### config.mk
export PLATFORM = sky130hd
export DESIGN_NAME = rat_uart_tx_port
export DESIGN_NICKNAME = d
export VERILOG_FILES = /design/src/rtl/rat_uart_tx_port.sv
export SDC_FILE = /design/constraint.sdc
export NUM_CORES = 1
export LEC_CHECK = 0
export CORE_ASPECT_RATIO = 1.5
export CORE_UTILIZATION = 45
export CTS_BUF_LIST = sky130_fd_sc_hd__clkbuf_8
export DETAILED_ROUTE_END_ITERATION = 12
export GPL_ROUTABILITY_DRIVEN = 0
export SYNTH_ARGS = -nofsm -noshare
export SYNTH_HDL_FRONTEND = slang
export SYNTH_SLANG_ARGS = --single-unit
### constraint.sdc
create_clock -name CLK -period 4.73 [get_ports CLK]
set_input_delay 1.1825 -clock CLK [delete_from_list [all_inputs] [get_ports CLK]]
set_output_delay 1.1825 -clock CLK [all_outputs]
set_load 0.02 [all_outputs]
### src/rtl/rat_uart_tx_port.sv
// rat_uart_tx_port: RAT I/O-bus responder that queues OUT bytes in a small FIFO
// and sends them as 8N1 UART frames, with a status/interrupt register on a second port.
module rat_uart_tx_port #(
   parameter logic [7:0]  DATA_PORT_ID = 8'h40,
   parameter logic [7:0]  STAT_PORT_ID = 8'h41,
   parameter int unsigned BAUD_DIV     = 868,
   parameter int unsigned FIFO_DEPTH   = 4
) (
   input  logic       CLK,
   input  logic       RESET,
   input  logic [7:0] PORT_ID,
   input  logic [7:0] OUT_PORT,
   input  logic       IO_STRB,
   output logic [7:0] IN_PORT,
   output logic       TX,
   output logic       INTR
);
   localparam int unsigned PW        = (FIFO_DEPTH > 1) ? $clog2(FIFO_DEPTH) : 1;
   localparam logic [15:0] BAUD_LOAD = 16'(BAUD_DIV - 1);
   localparam logic [4:0]  DEPTH_CNT = 5'(FIFO_DEPTH);

   typedef enum logic [1:0] {
      S_IDLE  = 2'd0,
      S_START = 2'd1,
      S_DATA  = 2'd2,
      S_STOP  = 2'd3
   } state_t;

   state_t          state_q, state_d;
   logic [15:0]     baud_q, baud_d;
   logic [2:0]      idx_q, idx_d;
   logic [7:0]      shift_q, shift_d;
   logic            tx_q, tx_d;
   logic [7:0]      mem_q [FIFO_DEPTH];
   logic [PW-1:0]   wr_ptr_q, rd_ptr_q;
   logic [4:0]      count_q, count_d;
   logic            ovf_q, ovf_d, ie_q, ie_d, pend_q, pend_d, intr_q;
   logic            empty_s, full_s, busy_s, pop_s, push_s, pend_set_s;
   logic            data_wr_s, stat_wr_s;

   assign empty_s   = (count_q == 5'd0);
   assign full_s    = (count_q == DEPTH_CNT);
   assign busy_s    = (state_q != S_IDLE);
   assign data_wr_s = IO_STRB && (PORT_ID == DATA_PORT_ID);
   assign stat_wr_s = IO_STRB && (PORT_ID == STAT_PORT_ID);
   // A full FIFO still takes the byte when the transmitter frees a slot on the same edge
   assign push_s    = data_wr_s && (!full_s || pop_s);

   // Transmit FSM: frame sequencing, baud timing and FIFO pops
   always_comb begin
      state_d    = state_q;
      baud_d     = baud_q;
      idx_d      = idx_q;
      shift_d    = shift_q;
      pop_s      = 1'b0;
      pend_set_s = 1'b0;
      case (state_q)
         S_IDLE: begin
            if (!empty_s) begin
               pop_s   = 1'b1;
               shift_d = mem_q[rd_ptr_q];
               baud_d  = BAUD_LOAD;
               state_d = S_START;
            end else begin
               baud_d  = 16'd0;
            end
         end
         S_START: begin
            if (baud_q == 16'd0) begin
               baud_d  = BAUD_LOAD;
               idx_d   = 3'd0;
               state_d = S_DATA;
            end else begin
               baud_d  = baud_q - 16'd1;
            end
         end
         S_DATA: begin
            if (baud_q == 16'd0) begin
               baud_d  = BAUD_LOAD;
               shift_d = {1'b0, shift_q[7:1]};
               idx_d   = idx_q + 3'd1;
               state_d = (idx_q == 3'd7) ? S_STOP : S_DATA;
            end else begin
               baud_d  = baud_q - 16'd1;
            end
         end
         S_STOP: begin
            if (baud_q == 16'd0) begin
               if (!empty_s) begin
                  pop_s   = 1'b1;
                  shift_d = mem_q[rd_ptr_q];
                  baud_d  = BAUD_LOAD;
                  state_d = S_START;
               end else begin
                  pend_set_s = 1'b1;
                  baud_d     = 16'd0;
                  state_d    = S_IDLE;
               end
            end else begin
               baud_d = baud_q - 16'd1;
            end
         end
         default: begin
            baud_d  = 16'd0;
            state_d = S_IDLE;
         end
      endcase
   end

   // Line level follows the current state and lands in a register, so TX never glitches
   always_comb begin
      case (state_q)
         S_START: tx_d = 1'b0;
         S_DATA:  tx_d = shift_q[0];
         default: tx_d = 1'b1;
      endcase
   end

   // FIFO occupancy and control/status next-state
   always_comb begin
      case ({push_s, pop_s})
         2'b10:   count_d = count_q + 5'd1;
         2'b01:   count_d = count_q - 5'd1;
         default: count_d = count_q;
      endcase
      if (stat_wr_s && OUT_PORT[0]) begin
         ovf_d = 1'b0;
      end else if (data_wr_s && full_s && !pop_s) begin
         ovf_d = 1'b1;
      end else begin
         ovf_d = ovf_q;
      end
      ie_d = stat_wr_s ? OUT_PORT[1] : ie_q;
      if (pend_set_s) begin
         pend_d = 1'b1;
      end else if (stat_wr_s && OUT_PORT[2]) begin
         pend_d = 1'b0;
      end else begin
         pend_d = pend_q;
      end
   end

   // State, FIFO pointers and status registers
   always_ff @(posedge CLK) begin
      if (RESET) begin
         state_q  <= S_IDLE;
         baud_q   <= 16'd0;
         idx_q    <= 3'd0;
         shift_q  <= 8'h00;
         tx_q     <= 1'b1;
         wr_ptr_q <= '0;
         rd_ptr_q <= '0;
         count_q  <= 5'd0;
         ovf_q    <= 1'b0;
         ie_q     <= 1'b0;
         pend_q   <= 1'b0;
         intr_q   <= 1'b0;
      end else begin
         state_q  <= state_d;
         baud_q   <= baud_d;
         idx_q    <= idx_d;
         shift_q  <= shift_d;
         tx_q     <= tx_d;
         wr_ptr_q <= push_s ? wr_ptr_q + PW'(1) : wr_ptr_q;
         rd_ptr_q <= pop_s ? rd_ptr_q + PW'(1) : rd_ptr_q;
         count_q  <= count_d;
         ovf_q    <= ovf_d;
         ie_q     <= ie_d;
         pend_q   <= pend_d;
         intr_q   <= pend_d & ie_d;
      end
   end

   // FIFO storage needs no reset: occupancy is tracked by the pointers
   always_ff @(posedge CLK) begin
      if (push_s) begin
         mem_q[wr_ptr_q] <= OUT_PORT;
      end
   end

   always_comb begin
      if (PORT_ID == STAT_PORT_ID) begin
         IN_PORT = {2'b00, pend_q, ie_q, ovf_q, busy_s, full_s, empty_s};
      end else if (PORT_ID == DATA_PORT_ID) begin
         IN_PORT = {3'b000, count_q};
      end else begin
         IN_PORT = 8'h00;
      end
   end

   assign TX   = tx_q;
   assign INTR = intr_q;
endmodule

# --- Word-level counts from Yosys, hierarchy flattened ---
# Memory sizes are Yosys's and may differ from the RTL's. A register that Yosys moved wholly into a read port is not among the register bits.
# Cells that the tools add are included.
classes:
  div_mod_pow: 0
  n_bitwise: 1
  eq_ne: 13
  shifts: 0
  n_mul: 0
  add_sub_neg: 6
  reduce_logical: 22
  n_lt_le_gt_ge: 0
  n_mux: 35
ops:
  columns: ["cell", "n"]
  rows:
  - ["16-bit case mux with 3 select lines", 1]
  - ["16-bit 2-to-1 mux", 2]
  - ["8-bit 2-to-1 mux", 3]
  - ["8-bit case mux with 3 select lines", 1]
  - ["8-bit by 7-bit equality test with 1-bit output, second input constant", 2]
  - ["16-bit logical NOT", 1]
  - ["16-bit by 1-bit subtractor with 16-bit output, second input constant", 1]
  - ["1-bit 2-to-1 mux", 12]
  - ["2-bit 2-to-1 mux", 6]
  - ["10-bit 2-to-1 mux", 1]
  - ["5-bit case mux with 2 select lines", 1]
  - ["2-bit != test, second input constant", 4]
  - ["2-bit case mux with 4 select lines", 1]
  - ["1-bit logical AND", 7]
  - ["2-bit equality test, second input constant", 3]
  - ["3-bit 2-to-1 mux", 2]
  - ["6-bit 2-to-1 mux", 1]
  - ["3-bit case mux with 2 select lines", 1]
  - ["3-bit AND reduction", 2]
  - ["2-bit nonzero test", 3]
  - ["5-bit by 1-bit adder with 5-bit output, second input constant", 1]
  - ["5-bit by 3-bit equality test with 1-bit output, second input constant", 1]
  - ["5-bit logical NOT", 1]
  - ["5-bit 2-to-1 mux", 1]
  - ["13 further kinds", 18]
totals:
  in_bits: 19
  ramBits: 32
  regBits: 43
  latchBits: 0
  memories: 1
  output_inout_bits: 10
  word_cells: 90
  mem_bits_ro: 0
mem_list:
  columns: ["name", "depth", "word_bits", "read_ports", "rd_clocked_by_memory_dff", "write_ports", "line", "rtl"]
  rows:
  - ["mem_q", 4, 8, 1, 1, 1, "34", "logic [7:0] mem_q [FIFO_DEPTH];"]

# --- Logic depth before layout (Yosys ltp) ---
logic_depth:
  depth_word: 8
  depth_mapped: 14
  ltp_nobuf: 13

# --- Least setup slack after synthesis ---
# No wires, ideal clock.
synth_timing:
  kind: "input-to-output"
  startpoint: "input PORT_ID[5]"
  endpoint: "output IN_PORT[1]"
  path_buffers: 0
  arrival_time_ns: 2.405
  setup_slack_ns: 1.142
  required_time_ns: 3.548
  stages: 4
  path_cell_list: "nor4b_2 > nor4b_1 > nand2_1 > o21ai_0"
synth_via:
  elab_chain_cells: 3
  elab_cells_between_ends: 4
  classes_between: "2 x eq/ne; 2 x mux"
synth_lines:
  columns: ["element", "line", "rtl"]
  rows:
  - ["start: declaration", "11", "input logic [7:0] PORT_ID,"]
  - ["8-bit by 7-bit equality test with 1-bit output", "184", "end else if (PORT_ID == DATA_PORT_ID) begin"]
  - ["5-bit 2-to-1 mux", "184", null]
  - ["6-bit 2-to-1 mux *", "182", "if (PORT_ID == STAT_PORT_ID) begin"]
  - ["end: declaration", "14", "output logic [7:0] IN_PORT,"]
# Mark *: on every way between the ends. The rest lies on a longest branch, timed or not.

# --- Worst setup path after layout ---
layout_timing:
  startpoint: "input PORT_ID[5]"
  endpoint: "output IN_PORT[4]"
# Same word-level chain as after synthesis.

==> results.sh <==
export IMPL_io_pins=29
export IMPL_crit_start="PORT_ID[5]"
export IMPL_finalPower_mw=2.54
export IMPL_worstHoldPathType="flip-flop to flip-flop"
export IMPL_hpwl_um=5170
export IMPL_final_cells=468
export IMPL_fp_dieH_um=113
export IMPL_ys_types=56
export IMPL_port_buffers=26
export IMPL_cts_tree="yes"
export IMPL_crit_path_start_kind="input pin"
export IMPL_path_delay_family="buffers and inverters"
export IMPL_peakVddDrop_mv=0.255
export IMPL_setup_viol=0
export IMPL_cp_arrival_ns=3.36
export IMPL_async_flop_share_pct=0
export IMPL_cts_inserted_buffers=9
export IMPL_hold_viol=0
export IMPL_switching_share_pct=41.0
export IMPL_syn_avg_cell_area_sq_um=11.0
export IMPL_start_util_pct=46.4
export IMPL_power_density_nw_per_um2=606
export IMPL_leakage_nw=1.47
export IMPL_layout_setup_ws_ns=0.183
export IMPL_grt_overflow=0
export IMPL_dieArea_sq_um=8630
export IMPL_path_class="input pin to output port"
export IMPL_p_int_mw=1.50
export IMPL_worstSetupEndpointType="output port"
export IMPL_h_tree_depth=3
export IMPL_clk_path_buf_depth=2
export IMPL_worstMarginPinSlew_ns=0.772
export IMPL_min_from="idx_q[1]"
export IMPL_slew_headroom_pct=48.5
export IMPL_routedWlPerCell_um=15.0
export IMPL_core_sq_um=8010
export IMPL_rsz0062_at_grt="no"
export IMPL_path_max_fanout=5
export IMPL_cts_sinks=77
export IMPL_drv_cap=0
export IMPL_clk_pin_slew_ns=0.08
export IMPL_synth_edf_count=32
export IMPL_yosys_register_bits=77
export IMPL_synth_main_ff_cell="dfxtp_1"
export IMPL_slew_violations=0
export IMPL_dp_cells=452
export IMPL_ant_nets=0
export IMPL_yosysWarningCount=0
export IMPL_path_buf_inv=2
export IMPL_clkPwrFrac_pct=16.8
export IMPL_diodes=0
export IMPL_grt_first_pass_wirelength_um=11600
export IMPL_seqPwrFrac_pct=35.9
export IMPL_final_nets=392
export IMPL_drc=0
export IMPL_drive_above_1_share_pct=12.4
export IMPL_finalCoreUtilization_pct=52.4
export IMPL_first_iter_violations=96
export IMPL_post_place_ws_ns=0.127
export IMPL_worstSkewPairLatency_ns=0.35
export IMPL_status="complete, no violations"
export IMPL_crit_path_top_delay_cell="clkdlybuf4s50_1"
export IMPL_fin_crit_ns=4.55
export IMPL_grt_max_degree=33
export IMPL_syn_area_sq_um=3710
export IMPL_vias=2527
export IMPL_grt_pass1_vias=2497
export IMPL_worst_path_largest_cell_delay_ns=0.59
export IMPL_crit_chain="clkdlybuf4s50_1, nor4b_2, nor4b_2, and2_1, a22o_1, clkdlybuf4s50_1"
export IMPL_placementRows=40
export IMPL_finalWirelength_um=7020
export IMPL_synthCells=337
export IMPL_detail_route_first_pass_iterations=4
export IMPL_die_x_um=76.2
export IMPL_setup_tns_final_ns=0
export IMPL_power_switching_mw=1.04
export IMPL_grt_usage_pct=17.5
export IMPL_critPathRequiredTime_ns=3.55
export IMPL_yosysSeqAreaShare_pct=50.1
export IMPL_syn_to_final_growth_pct=13.0
export IMPL_antenna_found_initial=0
export IMPL_post_route_period_util_pct=96.1
export IMPL_vias_per_cell=5.40
export IMPL_finalClockSkew_ns=0.0158
export IMPL_p_comb_share_pct=47.4
export IMPL_fmax_mhz=220
export IMPL_crit_reg2reg_launch="state_q[0]"
export IMPL_cts_root_buffer="clkbuf_8"
## timing repair
action | CTS | global route
setup endpoints to repair | 0 | 1
endpoints found under the hold margin | 0 | 0
hold buffers | 0 | 0
resized for setup | 0 | 1
setup buffers | 0 | 0
## per-layer routing
| layer | global-route usage (%) | routed length, um | vias up |
|---|---|---|---|
| li1 | - | - | 1255 |
| met3 | 4.11 | 214 | 10 |
| met1 | 17.5 | 2850 | 1231 |
| met2 | 33.9 | 3830 | 31 |
| met5 | 0 | 0 | - |
| met4 | 8.08 | 124 | 0 |
## sequential cells by signal (all words and copies together), names as in the netlist, named ones only
signal,cells
wr_ptr_q,2
INTR,1
mem_q,32
TX,1
pend_q,1
rd_ptr_q,2
ie_q,1
baud_q,16
idx_q,3
count_q,5
state_q,2
ovf_q,1
shift_q,8
## power by group through the flow
| stage | registers, mW | logic, mW | clock network (mW) |
|---|---|---|---|
| CTS | 0.913 | 1.22 | 0.441 |
| detailed placement | 0.926 | 1.21 | 0 |
| global placement | 0.925 | 1.19 | 0 |
| floorplan | 0.874 | 1.04 | 0 |
| finish | 0.912 | 1.20 | 0.426 |
| global route | 0.929 | 1.35 | 0.465 |
## tightest hold or removal path, stage by stage, from the launching register on
cell	delay, ns
dfxtp_1	0.32
nand2_1	0.05
a21oi_1	0.06
## per-stage QoR
step | hold WS, ns | area [sq um]
CTS | 0.480 | 4190
floorplan | 0.436 | 3720
finish | 0.477 | 4200
global placement | 0.442 | 4030
global route | 0.509 | 4200
detailed placement | 0.455 | 4030
## cells in the mapped netlist (8+ instances only)
cell type | instances | area [sq um]
dfxtp_1 | 45 | 901
nor2_1 | 43 | 161
edfxtp_1 | 32 | 961
nand2_1 | 24 | 90.1
ha_1 | 15 | 188
o21ai_0 | 15 | 75.1
nor3_1 | 13 | 65.1
a211oi_1 | 11 | 82.6
mux2i_1 | 11 | 110
inv_1 | 10 | 37.5
xnor2_1 | 10 | 87.6
clkbuf_1 | 9 | 33.8
a21oi_1 | 8 | 40.0
mux4_2 | 8 | 180
xor2_1 | 8 | 70.1
## area by class of cell
class,instances,area (sq um)
repair buffers,27,268
flip-flops and latches,77,1860
fillers,752,3810
clock inverters,7,41.3
clock buffers,9,124
multi-input cells,233,1730
well taps,105,131
inverters,10,37.5
## layout by cell type, fill, tap and decap left out, drive strengths merged, types with 2 or more instances in the layout
cell type      count
nand4              4
nand2b             3
a211o              2
mux2i             11
or2                2
a31oi              5
a211oi            11
clkbuf             9
nor4               5
nor4b              3
nor3              14
and2               8
nand3              4
dfxtp             45
nor2              43
a21oi              8
edfxtp            32
ha                15
xnor2             10
nand2             24
o21ai             15
clkdlybuf4s50     26
or3                3
nand3b             5
a21boi             2
conb               2
clkinv             6
xor2               8
a22o               2
mux4               8
and3b              2
inv               11
## kinds of logic (layout without fill, tap and decap cells)
kind of cell | after synthesis | in the layout | share of synthesized area (%)
simple gates | 127 | 127 | 19.2
flops | 77 | 77 | 50.1
compound gates | 52 | 52 | 9.97
buf+inv | 28 | 53 | 3.50
mux | 19 | 19 | 7.81
xor+xnor | 18 | 18 | 4.24
fa+ha+maj | 15 | 15 | 5.05
other cells | 1 | 2 | 0.101
## path summary, 6_finish.rpt
kind | endpoint | slack [ns] | cells after the start
worst min-delay path | idx_q[1] | 0.48 | 2
worst max register to register | count_q[4] | 1.71 | 11
worst max-delay path | IN_PORT[4] | 0.18 | 6
worst min register to register | idx_q[1] | 0.48 | 2
Power figures use the tool's default switching activity.
